$ cat src/rtl/laser_pool.sv
// rtl/laser_pool.sv - pool of NUM_SHOTS laser slots: spawn on fire, per-frame motion, hits, pixel mask
// Everything runs in the pixel-clock domain; the frame tick is the vsync rising edge.
module laser_pool #(
    parameter int NUM_SHOTS = 4,
    parameter int CANNON_Y  = 440,
    parameter int X_OFFSET  = 14,
    parameter int SPEED     = 4,
    parameter int LASER_W   = 2,
    parameter int LASER_H   = 8,
    parameter int COOLDOWN  = 8
) (
    input  logic                 clk_i,
    input  logic                 reset_i,
    input  logic [9:0]           hpos_i,
    input  logic [9:0]           vpos_i,
    input  logic                 vsync_i,
    input  logic                 shoot_i,
    input  logic [9:0]           cannon_x_i,
    input  logic                 hit_valid_i,
    input  logic [2:0]           hit_idx_i,
    output logic                 laser_gfx_o,
    output logic [2:0]           gfx_idx_o,
    output logic [NUM_SHOTS-1:0] active_mask_o,
    output logic [7:0]           shots_fired_o
);

    localparam int CW = (COOLDOWN > 0) ? $clog2(COOLDOWN + 1) : 1;

    logic [NUM_SHOTS-1:0] active_q, active_d;
    logic [9:0]           x_q [NUM_SHOTS];
    logic [9:0]           x_d [NUM_SHOTS];
    logic [9:0]           y_q [NUM_SHOTS];
    logic [9:0]           y_d [NUM_SHOTS];
    logic [CW-1:0]        cooldown_q, cooldown_d;
    logic                 shoot_prev_q, shoot_prev_d;
    logic                 vsync_q;
    logic [7:0]           fired_q, fired_d;
    logic                 gfx_q, gfx_d;
    logic [2:0]           gidx_q, gidx_d;

    logic tick, press_ok, spawned;
    logic match;

    assign tick = vsync_i & ~vsync_q;

    always_comb begin
        active_d     = active_q;
        x_d          = x_q;
        y_d          = y_q;
        cooldown_d   = cooldown_q;
        shoot_prev_d = shoot_prev_q;
        fired_d      = fired_q;
        press_ok     = 1'b0;
        spawned      = 1'b0;

        // Hits land first so a slot hit on the tick is neither moved nor blocks a spawn.
        for (int i = 0; i < NUM_SHOTS; i++) begin
            if (hit_valid_i && hit_idx_i == 3'(i)) begin
                active_d[i] = 1'b0;
            end
        end

        if (tick) begin
            for (int i = 0; i < NUM_SHOTS; i++) begin
                if (active_d[i]) begin
                    if (y_q[i] < 10'(SPEED)) begin
                        active_d[i] = 1'b0;
                    end else begin
                        y_d[i] = y_q[i] - 10'(SPEED);
                    end
                end
            end

            shoot_prev_d = shoot_i;
            press_ok     = shoot_i & ~shoot_prev_q & (cooldown_q == '0);

            for (int i = 0; i < NUM_SHOTS; i++) begin
                if (press_ok && !spawned && !active_d[i]) begin
                    active_d[i] = 1'b1;
                    x_d[i]      = cannon_x_i + 10'(X_OFFSET);
                    y_d[i]      = 10'(CANNON_Y - LASER_H);
                    spawned     = 1'b1;
                end
            end

            if (spawned) begin
                cooldown_d = CW'(COOLDOWN);
                fired_d    = fired_q + 8'd1;
            end else if (cooldown_q != '0) begin
                cooldown_d = cooldown_q - CW'(1);
            end
        end
    end

    // Walk from the highest slot down so the lowest matching index wins.
    always_comb begin
        gfx_d  = 1'b0;
        gidx_d = 3'd0;
        match  = 1'b0;
        for (int i = NUM_SHOTS - 1; i >= 0; i--) begin
            match = active_q[i]
                  && ({1'b0, hpos_i} >= {1'b0, x_q[i]})
                  && ({1'b0, hpos_i} <  {1'b0, x_q[i]} + 11'(LASER_W))
                  && ({1'b0, vpos_i} >= {1'b0, y_q[i]})
                  && ({1'b0, vpos_i} <  {1'b0, y_q[i]} + 11'(LASER_H));
            if (match) begin
                gfx_d  = 1'b1;
                gidx_d = 3'(i);
            end
        end
    end

    always_ff @(posedge clk_i or posedge reset_i) begin
        if (reset_i) begin
            active_q     <= '0;
            cooldown_q   <= '0;
            shoot_prev_q <= 1'b0;
            vsync_q      <= 1'b0;
            fired_q      <= 8'd0;
            gfx_q        <= 1'b0;
            gidx_q       <= 3'd0;
            for (int i = 0; i < NUM_SHOTS; i++) begin
                x_q[i] <= 10'd0;
                y_q[i] <= 10'd0;
            end
        end else begin
            active_q     <= active_d;
            cooldown_q   <= cooldown_d;
            shoot_prev_q <= shoot_prev_d;
            vsync_q      <= vsync_i;
            fired_q      <= fired_d;
            gfx_q        <= gfx_d;
            gidx_q       <= gidx_d;
            for (int i = 0; i < NUM_SHOTS; i++) begin
                x_q[i] <= x_d[i];
                y_q[i] <= y_d[i];
            end
        end
    end

    assign laser_gfx_o   = gfx_q;
    assign gfx_idx_o     = gidx_q;
    assign active_mask_o = active_q;
    assign shots_fired_o = fired_q;

endmodule
$ cat config.mk
export PLATFORM = sky130hd
export DESIGN_NAME = laser_pool
export DESIGN_NICKNAME = d
export VERILOG_FILES = /design/src/rtl/laser_pool.sv
export SDC_FILE = /design/constraint.sdc
export NUM_CORES = 1
export LEC_CHECK = 0
export ABC_CLOCK_PERIOD_IN_PS = 8100
export CAP_MARGIN = 20
export CORE_MARGIN = 2
export CORE_UTILIZATION = 66
export DETAILED_ROUTE_END_ITERATION = 10
export HOLD_SLACK_MARGIN = 0.08
export PLACE_DENSITY = 0.89
export RECOVER_POWER = 25
export SLEW_MARGIN = 20
export SYNTH_ARGS = -nofsm -noshare
export SYNTH_HDL_FRONTEND = slang
export SYNTH_SLANG_ARGS = --single-unit
$ cat constraint.sdc
create_clock -name clk_i -period 8.1 [get_ports clk_i]
set_clock_uncertainty 0.2 [all_clocks]
set_input_delay 1.62 -clock clk_i [delete_from_list [all_inputs] [get_ports clk_i]]
set_output_delay 1.62 -clock clk_i [all_outputs]
set_load 0.01 [all_outputs]
==> results.md, run 1 <==
- Worst-path clk slew: 60 ps
- Setup-failing EPs final: 0
- Initial core utilization: 0.673
- Die width: 117 um
- TritonCTS clock tree: done
- WHS Path Cells: 1
- P&R area growth vs syn: 10.8%
- CP delay by family, top: buffers and inverters
- Largest net degree at the start of global routing: 50
- Total CTS buffers: 9
- DRT Wirelength: 20300 um
- Mapped Cells: 944
- Antenna fix cells: 0
- Worst slew pin tran: 2090 ps
- CP Class: primary input to register
- Commonest register cell after synthesis: dfrtp_1
- IO buf count: 50
- Crit share post-route: 0.570
- H-Tree Depth: 3
- Instance count on the critical path: 7
- Max Buffers Root-to-Sink: 2
- Sequential area share after synthesis: 0.276
- Worst slew margin: -0.399
- Status: finished with violations
- Routed vias/inst: 6.25
- Clock sink count: 93
- Slowest CP cell: clkbuf_1
- Non-filler cells, final: 1165
- Latest clock arrival within the worst-skew pair: 350 ps
- Cell chain of the critical path: dlygate4sd3_1 > nor2b_1 > clkbuf_1 > o311ai_2 > nor4_4 > nand2_2 > mux2_2
- CP endpoint kind: register
- Total core area: 12500 sq um
- FF+latch count, synth: 93
- RSZ-0062 raised after global routing: false
- Share of cells above drive strength 1: 0.0423
- DRT antenna net count: 0
- DP Wirelength: 15600 um
- Wire length on met2: 9460 um
- Drt pass-1 iters: 5
- Syn Area/Cell: 8.92 sq um
- Distinct cells, synth: 81
- # rows: 41
- Max FO, Critical Path: 19
- Setup TNS: 0 ps
- CP startpoint kind: primary input
- Antenna violations before repair: 0
- FMAX: 217 MHz
- Congestion Overflow GR: 0
- R2R depth: 9
- Root Driver: clkbuf_16
- Post-CTS Resized: 0
- Synth Net Count: 1142
- Routability cong.: 0.928
- Highest routed layer: met4
- Number of synthesized flops with an enable pin: 0
- Dpl cells: 1150
- DRC viols: 0
- Final hold violations: 0
- Critical Path RT: 8130 ps
- Final min period: 4610 ps
- Total track usage: 0.314
- Cell Pwr Density: 198 nW/um^2
- Max-slew violation count: 46
- Via count: 7280
- Die area: 13700 sq um
- Io pins: 54
- DR iter-0 viols: 470
- Fraction of synthesis flops using an asynchronous set or reset pin: 1.00
- Global-route wire length before repair: 33400 um
- Max cap viols: 1
- Worst vdd ir: 168 uV
- Vias in the first global route: 7133
- Failing checks: max-capacitance violations, max-slew violations
- WP buf/inv: 2
- Setup bufs post-CTS: 0
- WL met1: 8760 um
- Leakage: 4.03 nW
- CP arrival: 4650 ps
- Fin nets: 1187
- CTS Hold Bufs: 0
- Mapped cell area: 8420 sq um
- Hold WC Path Type: register to register
- Met3 WL post-DR: 1380 um
- Yosys Warn Count: 0
- WL/cell: 17.4 um
- CP max stage delay: 680 ps
- Die Span Y: 117 um
## cell usage after synthesis, types with 3 or more instances
cell	n	share of area
a211oi_1	13	0.012
a21o_1	9	0.0080
a21oi_1	37	0.022
a31oi_1	4	0.0030
a41oi_1	4	0.0042
and3_1	12	0.0089
and4_1	3	0.0031
buf_2	4	0.0024
clkbuf_1	11	0.0049
dfrtp_1	93	0.28
ha_1	160	0.24
inv_1	87	0.039
mux2i_1	3	0.0036
nand2_1	100	0.045
nand2b_1	11	0.0082
nand3_1	50	0.030
nand3b_1	3	0.0027
nand4_1	19	0.014
nor2_1	25	0.011
nor3_1	23	0.014
nor3b_1	3	0.0027
nor4_1	7	0.0052
o211ai_1	9	0.0080
o21a_1	17	0.015
o21ai_0	80	0.048
o22ai_1	7	0.0052
o31ai_1	3	0.0027
or3_1	6	0.0045
or4_1	4	0.0036
xnor2_1	63	0.066
xor2_1	8	0.0083
## cells by family (layout without fill, tap and decap cells)
| kind of cell | Yosys count | after routing | synth area share |
|---|---|---|---|
| adder cells (fa/ha/maj) | 160 | 160 | 0.238 |
| AO/OA/AOI/OAI | 224 | 224 | 0.181 |
| multiplexers | 5 | 5 | 0.00624 |
| buffers and inverters | 105 | 154 | 0.0499 |
| AND/OR/NAND/NOR | 285 | 285 | 0.175 |
| flip-flops | 93 | 93 | 0.276 |
| other | 1 | 1 | 0.000445 |
| XOR/XNOR | 71 | 71 | 0.0738 |
## routing by layer
layer,vias to the layer above,GRT usage
met4,0,0.144
li1,3509,-
met2,284,0.505
met3,59,0.0520
met5,-,0
met1,3428,0.419
## area by class of cell
cell class                      count  area [sq um]
Clock inverter                      1          5.00
Sequential cell                    93          2330
Clock buffer                       14           274
Tap cell                          172           215
Fill cell                         910          3180
Timing Repair Buffer               52           512
Inverter                           87           328
Multi-Input combinational cell    746          5670
## state kept, by name, indices dropped and copies added (netlist names)
signal	cells
active_mask_o	4
cooldown_q	4
gfx_idx_o	2
laser_gfx_o	1
shoot_prev_q	1
shots_fired_o	8
vsync_q	1
x_q	40
y_q	32
## worst paths after layout
path | start | end | slack, ps
max | vsync_i | x_q[0] | 3490
min reg2reg | shots_fired_o[7] | shots_fired_o[7] | 280
max reg2reg | x_q[1] | gfx_idx_o[0] | 4660
min in group asynchronous | reset_i | x_q[5] | 2070
max in group asynchronous | reset_i | y_q[7] | 4250
min | shots_fired_o[7] | shots_fired_o[7] | 280
## where the power goes
group	internal (W)	switching [W]
sequential	0.000553	0.000122
clock	0.000231	0.000171
combinational	0.000347	0.000422
total	0.00113	0.000716
## cells in the final DEF, fill, tap and decap left out, types with 3 or more instances in the layout
cell type          n
a211oi_1          13
a21o_1             9
a21oi_1           37
a31oi_1            4
a41oi_1            4
and3_1            12
and4_1             3
clkbuf_1           3
clkbuf_16          9
clkbuf_8           3
clkdlybuf4s50_1   45
dfrtp_1           93
dlygate4sd3_1      5
ha_1             160
inv_1             86
mux2i_1            3
nand2_1          100
nand2b_1          11
nand3_1           50
nand3b_1           3
nand4_1           19
nor2_1            25
nor3_1            23
nor3b_1            3
nor4_1             7
o211ai_1           9
o21a_1            17
o21ai_0           80
o22ai_1            7
o31ai_1            3
or3_1              6
or4_1              4
xnor2_1           63
xor2_1             8
## metrics by stage
step	cell area [sq um]	hold slack, ps	worst slack (ps)	util	total power [W]
after floorplan	8420	250	3860	-	0.00122
after global placement	9060	259	3460	0.724	0.00139
after detailed placement	9060	266	3330	0.724	0.00144
after CTS	9340	284	3700	0.746	0.00184
after global routing	9340	294	3260	0.746	0.00199
final	9340	282	3490	0.746	0.00185
Note: power is estimated with default switching activity, not from simulation.
==> run 2, diff against run 1 <==
--- a/config.mk
+++ b/config.mk
@@ -5,13 +5,13 @@
 export SDC_FILE = /design/constraint.sdc
 export NUM_CORES = 1
 export LEC_CHECK = 0
-export ABC_CLOCK_PERIOD_IN_PS = 8100
+export ABC_CLOCK_PERIOD_IN_PS = 3800
 export CAP_MARGIN = 20
 export CORE_MARGIN = 2
-export CORE_UTILIZATION = 66
+export CORE_UTILIZATION = 55
 export DETAILED_ROUTE_END_ITERATION = 10
 export HOLD_SLACK_MARGIN = 0.08
-export PLACE_DENSITY = 0.89
+export PLACE_DENSITY = 0.79
 export RECOVER_POWER = 25
 export SLEW_MARGIN = 20
 export SYNTH_ARGS = -nofsm -noshare
==> constraint.sdc (replaced) <==
create_clock -name clk_i -period 3.8 [get_ports clk_i]
set_clock_uncertainty 0.2 [all_clocks]
set_input_delay 0.76 -clock clk_i [delete_from_list [all_inputs] [get_ports clk_i]]
set_output_delay 0.76 -clock clk_i [all_outputs]
set_load 0.01 [all_outputs]
==> run 2 against run 1 <==
Compared with the run above: the run ends with max-capacitance violations left; final area increased by 2.5%; clock-buffer cell count decreased by 5; combinational power increased by 110%; register-to-register slack got worse by 4000 ps; power increased by 120%; non-clock buffer count increased by 27; largest cell class unchanged; largest power group unchanged.
==> results.md, run 2 (synthesized netlist as in run 1, its figures left out) <==
- Final min period: 3350 ps
- Worst hold slack: 277 ps (was 282 ps)
- Worst Hold End: shots_fired_o[7] (unchanged)
- DRC viols: 0 (unchanged)
- Most frequent cells in the layout: 160 x ha_1, 100 x nand2_1, 93 x dfrtp_1, 86 x inv_1, 80 x o21ai_0 (unchanged)
- Fin nets: 1214 (was 1187)
- Antenna fix cells: 0 (unchanged)
- TritonCTS clock tree: done (unchanged)
- Worst slew pin tran: 1470 ps (was 2090 ps)
- DP Wirelength: 16300 um (was 15600 um)
- Crit share post-route: 0.880
- Worst-path clk slew: 70 ps (was 60 ps)
- DR iter-0 viols: 483 (was 470)
- Status: finished with violations (unchanged)
- Via count: 7265 (was 7280)
- IO buf count: 50 (unchanged)
- Final hold violations: 0 (unchanged)
- CP endpoint kind: register (unchanged)
- P&R area growth vs syn: 13.6% (was 10.8%)
- Congestion Overflow GR: 0 (unchanged)
- Die area: 16300 sq um (was 13700 sq um)
- Setup TNS: 0 ps (unchanged)
- Io pins: 54 (unchanged)
- CTS Hold Bufs: 0 (unchanged)
- RSZ-0062 raised after global routing: false (unchanged)
- Drt pass-1 iters: 5 (unchanged)
- Switching Share: 0.400 (was 0.388)
- Internal power: 0.00239 W (was 0.00113 W)
- Max Buffers Root-to-Sink: 2 (unchanged)
- Switch Pwr: 0.00160 W (was 0.000716 W)
- Cell Pwr Density: 417 nW/um^2 (was 198 nW/um^2)
- Max FO, Critical Path: 7 (was 19)
- R2r setup slk: 620 ps (was 4660 ps)
- Root Driver: clkbuf_16 (unchanged)
- Reg power frac: 0.360 (was 0.366)
- Critical Path RT: 3820 ps (was 8130 ps)
- Initial core utilization: 0.558 (was 0.673)
- Global-route wire length before repair: 34500 um (was 33400 um)
- WL/cell: 17.3 um (was 17.4 um)
- Die width: 128 um (was 117 um)
- DRT Wirelength: 20900 um (was 20300 um)
- DRT antenna net count: 0 (unchanged)
- Hold WC Path Type: register to register (unchanged)
- Final core occ: 0.634 (was 0.746)
- Logic pwr share: 0.414 (was 0.416)
- Largest net degree at the start of global routing: 42 (was 50)
- Clock sink count: 93 (unchanged)
- Die Span Y: 128 um (was 117 um)
- Worst R2R Start: y_q[34] (was x_q[1])
- Routability cong.: 0.897 (was 0.928)
- Failing checks: max-capacitance violations (was max-capacitance violations, max-slew violations)
- Total track usage: 0.265 (was 0.314)
- Routed vias/inst: 6.01 (was 6.25)
- R2R depth: 13 (was 9)
- CP startpoint kind: primary input (unchanged)
- Worst slew margin: 0.0133 (was -0.399)
- Total CTS buffers: 9 (unchanged)
- Final Power: 0.00399 W (was 0.00185 W)
- Vias in the first global route: 7019 (was 7133)
- Setup-failing EPs final: 0 (unchanged)
- Share of cells above drive strength 1: 0.0715 (was 0.0423)
- Max-slew violation count: 0 (was 46)
- Clock network power share: 0.226 (was 0.218)
- Total core area: 15100 sq um (was 12500 sq um)
- FMAX: 299 MHz
- Worst vdd ir: 466 uV (was 168 uV)
- Post-CTS Resized: 0 (unchanged)
- Hold Crit Start: shots_fired_o[7] (unchanged)
- Most flops, register: x_q (unchanged)
- Fillcell total: 1259 (was 910)
- Leakage: 4.15 nW (was 4.03 nW)
- Antenna violations before repair: 0 (unchanged)
- CP Class: primary input to register (unchanged)
- Largest register FFs: 40 (unchanged)
- Commonest non-fill, non-tap cell in the layout: ha_1 (unchanged)
- R2r endpoint: gfx_idx_o[1] (was gfx_idx_o[0])
- CP arrival: 3360 ps (was 4650 ps)
- H-Tree Depth: 3 (unchanged)
- WHS Path Cells: 1 (unchanged)
- # rows: 45 (was 41)
- Max cap viols: 1 (unchanged)
- Latest clock arrival within the worst-skew pair: 360 ps (was 350 ps)
- Setup bufs post-CTS: 0 (unchanged)
[run 2: changes by cell type in the layout (fill, tap and decap cells not counted)]
cell	change
buf_4	+27
clkbuf_1	-3
clkbuf_2	+1
clkbuf_8	-3
clkdlybuf4s50_1	+3
clkinv_2	-1
clkinvlp_4	+2
dlygate4sd3_1	-3
inv_6	+3
inv_8	+2
[run 2: final cells by class]
| cell class | count | area, sq um | area share |
|---|---|---|---|
| clock inverter | 7 | 63.8 | 0.00667 |
| clock buffer | 9 | 225 | 0.0235 |
| multi-input combinational | 746 | 5670 | 0.593 |
| sequential | 93 | 2330 | 0.243 |
| timing repair buffer | 79 | 716 | 0.0748 |
| tap | 188 | 235 | 0.0246 |
| inverter | 87 | 328 | 0.0343 |
[run 2: metrics by stage]
stage          cell area [sq um]  worst slack (ps)  cells
2_1_floorplan               8420               420    944
3_3_place_gp                9300               245   1193
3_5_place_dp                9300               145   1193
4_1_cts                     9590               464   1209
5_1_grt                     9570               357   1209
6_report                    9570               455   1209
[run 2: metal layers]
metal,GRT usage,wire length (um),up-vias
met5,0,0,-
met4,0.0995,594,0
met3,0.0326,976,41
met2,0.423,9450,197
met1,0.372,9870,3471
li1,-,-,3556
[run 2: critical path, cell delays in order]
cell and delay (ps):
clkdlybuf4s50_1 780, ha_1 320, and3_1 190, a221oi_1 260
o21ai_0 150, a21oi_1 130, nor4b_1 330, buf_4 200
a41oi_1 50, a21boi_0 180
[run 2: worst max-delay path by stage]
stage,startpoint,to,slack [ps],cells past startpoint
6_report,vpos_i[7],gfx_idx_o[1],450,10
5_1_grt,vpos_i[7],gfx_idx_o[1],360,10
4_1_cts,vpos_i[7],gfx_idx_o[1],460,10
3_5_place_dp,vpos_i[7],gfx_idx_o[1],150,10
3_3_place_gp,vpos_i[7],gfx_idx_o[1],240,10
2_1_floorplan,reset_i,active_mask_o[0],420,1
[run 2: power by group through the flow]
stage | combinational, W | sequential [W] | clock (W)
after floorplan | 0.00123 | 0.00136 | 0
after global placement | 0.00157 | 0.00144 | 0
after detailed placement | 0.00164 | 0.00145 | 0
after CTS | 0.00165 | 0.00143 | 0.000918
after global routing | 0.00191 | 0.00147 | 0.000956
final | 0.00165 | 0.00144 | 0.000903
==> run 3, diff against run 2 <==
--- a/config.mk
+++ b/config.mk
@@ -7,11 +7,10 @@
 export LEC_CHECK = 0
 export ABC_CLOCK_PERIOD_IN_PS = 3800
 export CAP_MARGIN = 20
-export CORE_MARGIN = 2
-export CORE_UTILIZATION = 55
+export CORE_UTILIZATION = 35
 export DETAILED_ROUTE_END_ITERATION = 10
 export HOLD_SLACK_MARGIN = 0.08
-export PLACE_DENSITY = 0.79
+export PLACE_DENSITY = 0.55
 export RECOVER_POWER = 25
 export SLEW_MARGIN = 20
 export SYNTH_ARGS = -nofsm -noshare
==> run 3 against run 2 <==
Compared with the run above: the flow finishes with violations (max-capacitance violations, max-slew violations); first-iteration DRC count shrank 40%; register-to-register slack lost 140 ps; sequential cell count is the same; via count shrank 2.9%; core utilization shrank 22 points; critical path type is now register to register; largest cell class unchanged; largest power group unchanged.
==> results.md, run 3 (synthesized netlist as in run 1, its figures left out) <==
- Critical Path RT: 3840 ps (was 3820 ps)
- Status: finished with violations (unchanged)
- Total CTS buffers: 9 (unchanged)
- Hold WC Path Type: register to register (unchanged)
- Fin area: 9820 sq um (was 9570 sq um)
- Initial core utilization: 0.358 (was 0.558)
- RSZ-0062 raised after global routing: false (unchanged)
- TritonCTS clock tree: done (unchanged)
- Crit share post-route: 0.873 (was 0.880)
- Routability cong.: 0.852 (was 0.897)
- CTS Hold Bufs: 0 (unchanged)
- Post-DP Area: 9520 sq um (was 9300 sq um)
- Congestion Overflow GR: 0 (unchanged)
- Setup TNS: 0 ps (unchanged)
- DR iter-0 viols: 291 (was 483)
- DRT antenna net count: 0 (unchanged)
- Io pins: 54 (unchanged)
- Final hold violations: 0 (unchanged)
- Largest register FFs: 40 (unchanged)
- Antenna violations before repair: 0 (unchanged)
- Die area: 24700 sq um (was 16300 sq um)
- Root Driver: clkbuf_16 (unchanged)
- Max-slew violation count: 48 (was 0)
- CP Class: register to register (was primary input to register)
- Total track usage: 0.197 (was 0.265)
- Antenna fix cells: 0 (unchanged)
- Die Span Y: 157 um (was 128 um)
- Worst slew margin: -0.285 (was 0.0133)
- CP endpoint kind: register (unchanged)
- Fin nets: 1220 (was 1214)
- Drt pass-1 iters: 4 (was 5)
- Global-route wire length before repair: 37100 um (was 34500 um)
- DRT Wirelength: 23000 um (was 20900 um)
- DP Wirelength: 18400 um (was 16300 um)
- Final min period: 3320 ps (was 3350 ps)
- Vias in the first global route: 6835 (was 7019)
- Max cap viols: 1 (unchanged)
- Final Power: 0.00407 W (was 0.00399 W)
- IO buf count: 50 (unchanged)
- # rows: 56 (was 45)
- Setup bufs post-CTS: 0 (unchanged)
- Largest net degree at the start of global routing: 49 (was 42)
- Cell Pwr Density: 415 nW/um^2 (was 417 nW/um^2)
- Total core area: 23500 sq um (was 15100 sq um)
- Worst vdd ir: 299 uV (was 466 uV)
- Failing checks: max-capacitance violations, max-slew violations (was max-capacitance violations)
- Non-filler cells, final: 1346 (was 1209)
- DRC viols: 0 (unchanged)
- Dpl cells: 1330 (was 1193)
- P&R area growth vs syn: 16.6% (was 13.6%)
- Max FO, Critical Path: 7 (unchanged)
- Clock sink count: 93 (unchanged)
- Share of cells above drive strength 1: 0.0759 (was 0.0715)
- Setup-failing EPs final: 0 (unchanged)
- Leakage: 4.20 nW (was 4.15 nW)
- Post-CTS Resized: 0 (unchanged)
- Worst slew pin tran: 1930 ps (was 1470 ps)
- FMAX: 302 MHz (was 299 MHz)
- Die width: 157 um (was 128 um)
- Max Buffers Root-to-Sink: 2 (unchanged)
- WL/cell: 17.1 um (was 17.3 um)
- Commonest non-fill, non-tap cell in the layout: ha_1 (unchanged)
- Most frequent cells in the layout: 160 x ha_1, 100 x nand2_1, 93 x dfrtp_1, 87 x inv_1, 80 x o21ai_0 (was 160 x ha_1, 100 x nand2_1, 93 x dfrtp_1, 86 x inv_1, 80 x o21ai_0)
- CP arrival: 3360 ps (about the same)
- Worst-path clk slew: 80 ps (was 70 ps)
- Via count: 7052 (was 7265)
- H-Tree Depth: 3 (unchanged)
- Latest clock arrival within the worst-skew pair: 360 ps (about the same)
- CP startpoint kind: register (was primary input)
- Most flops, register: x_q (unchanged)
- Worst hold slack: 285 ps (was 277 ps)
- Routed vias/inst: 5.24 (was 6.01)
==> run 3: path summary, 6_finish.rpt <==
check / from / endpoint / slack [ps] / cells after the start
hold / removal: x_q[10] / x_q[10] / 290 / 2
hold reg to reg: x_q[10] / x_q[10] / 290 / 2
max in group asynchronous: reset_i / x_q[4] / 1010 / 2
setup / recovery: y_q[34] / gfx_idx_o[1] / 480 / 13
min in group asynchronous: reset_i / shots_fired_o[7] / 1260 / 2
setup reg to reg: y_q[34] / gfx_idx_o[1] / 480 / 13
==> run 3: final cells by class <==
| type | instances | area (sq um) |
|---|---|---|
| repair buffers | 85 | 788 |
| clock buffers | 9 | 225 |
| well taps | 319 | 399 |
| fillers | 2435 | 13700 |
| inverters | 87 | 327 |
| multi-input cells | 746 | 5670 |
| flip-flops and latches | 93 | 2330 |
| clock inverters | 7 | 75.1 |
==> run 3: through the flow <==
stage / setup WS [ps] / util
global route: 323 / 0.417
finish: 484 / 0.417
detailed placement: 168 / 0.404
CTS: 512 / 0.417
floorplan: 420 / -
global placement: 153 / 0.404
==> run 3: per-layer routing <==
| metal | GRT usage | vias up | wire (um) |
|---|---|---|---|
| li1 | - | 3583 | - |
| met3 | 0.0245 | 30 | 748 |
| met5 | 0 | - | 0 |
| met1 | 0.264 | 3316 | 11200 |
| met2 | 0.325 | 123 | 10400 |
| met4 | 0.0717 | 0 | 567 |
==> run 3: worst max-delay path, stage by stage, from the launching register on <==
cell	delay, ps
dfrtp_1	440
ha_1	210
and3_1	200
nand3_1	100
xnor2_1	220
ha_1	280
and3_1	160
a221oi_1	260
o21ai_0	180
a21oi_1	300
nor4b_1	270
buf_4	180
a41oi_1	50
a21boi_0	160
==> run 3: power breakdown <==
part	total [W]	switching, W	internal, W
sequential	0.00146	0.000280	0.00118
combinational	0.00167	0.000909	0.000764
clock	0.000944	0.000476	0.000468
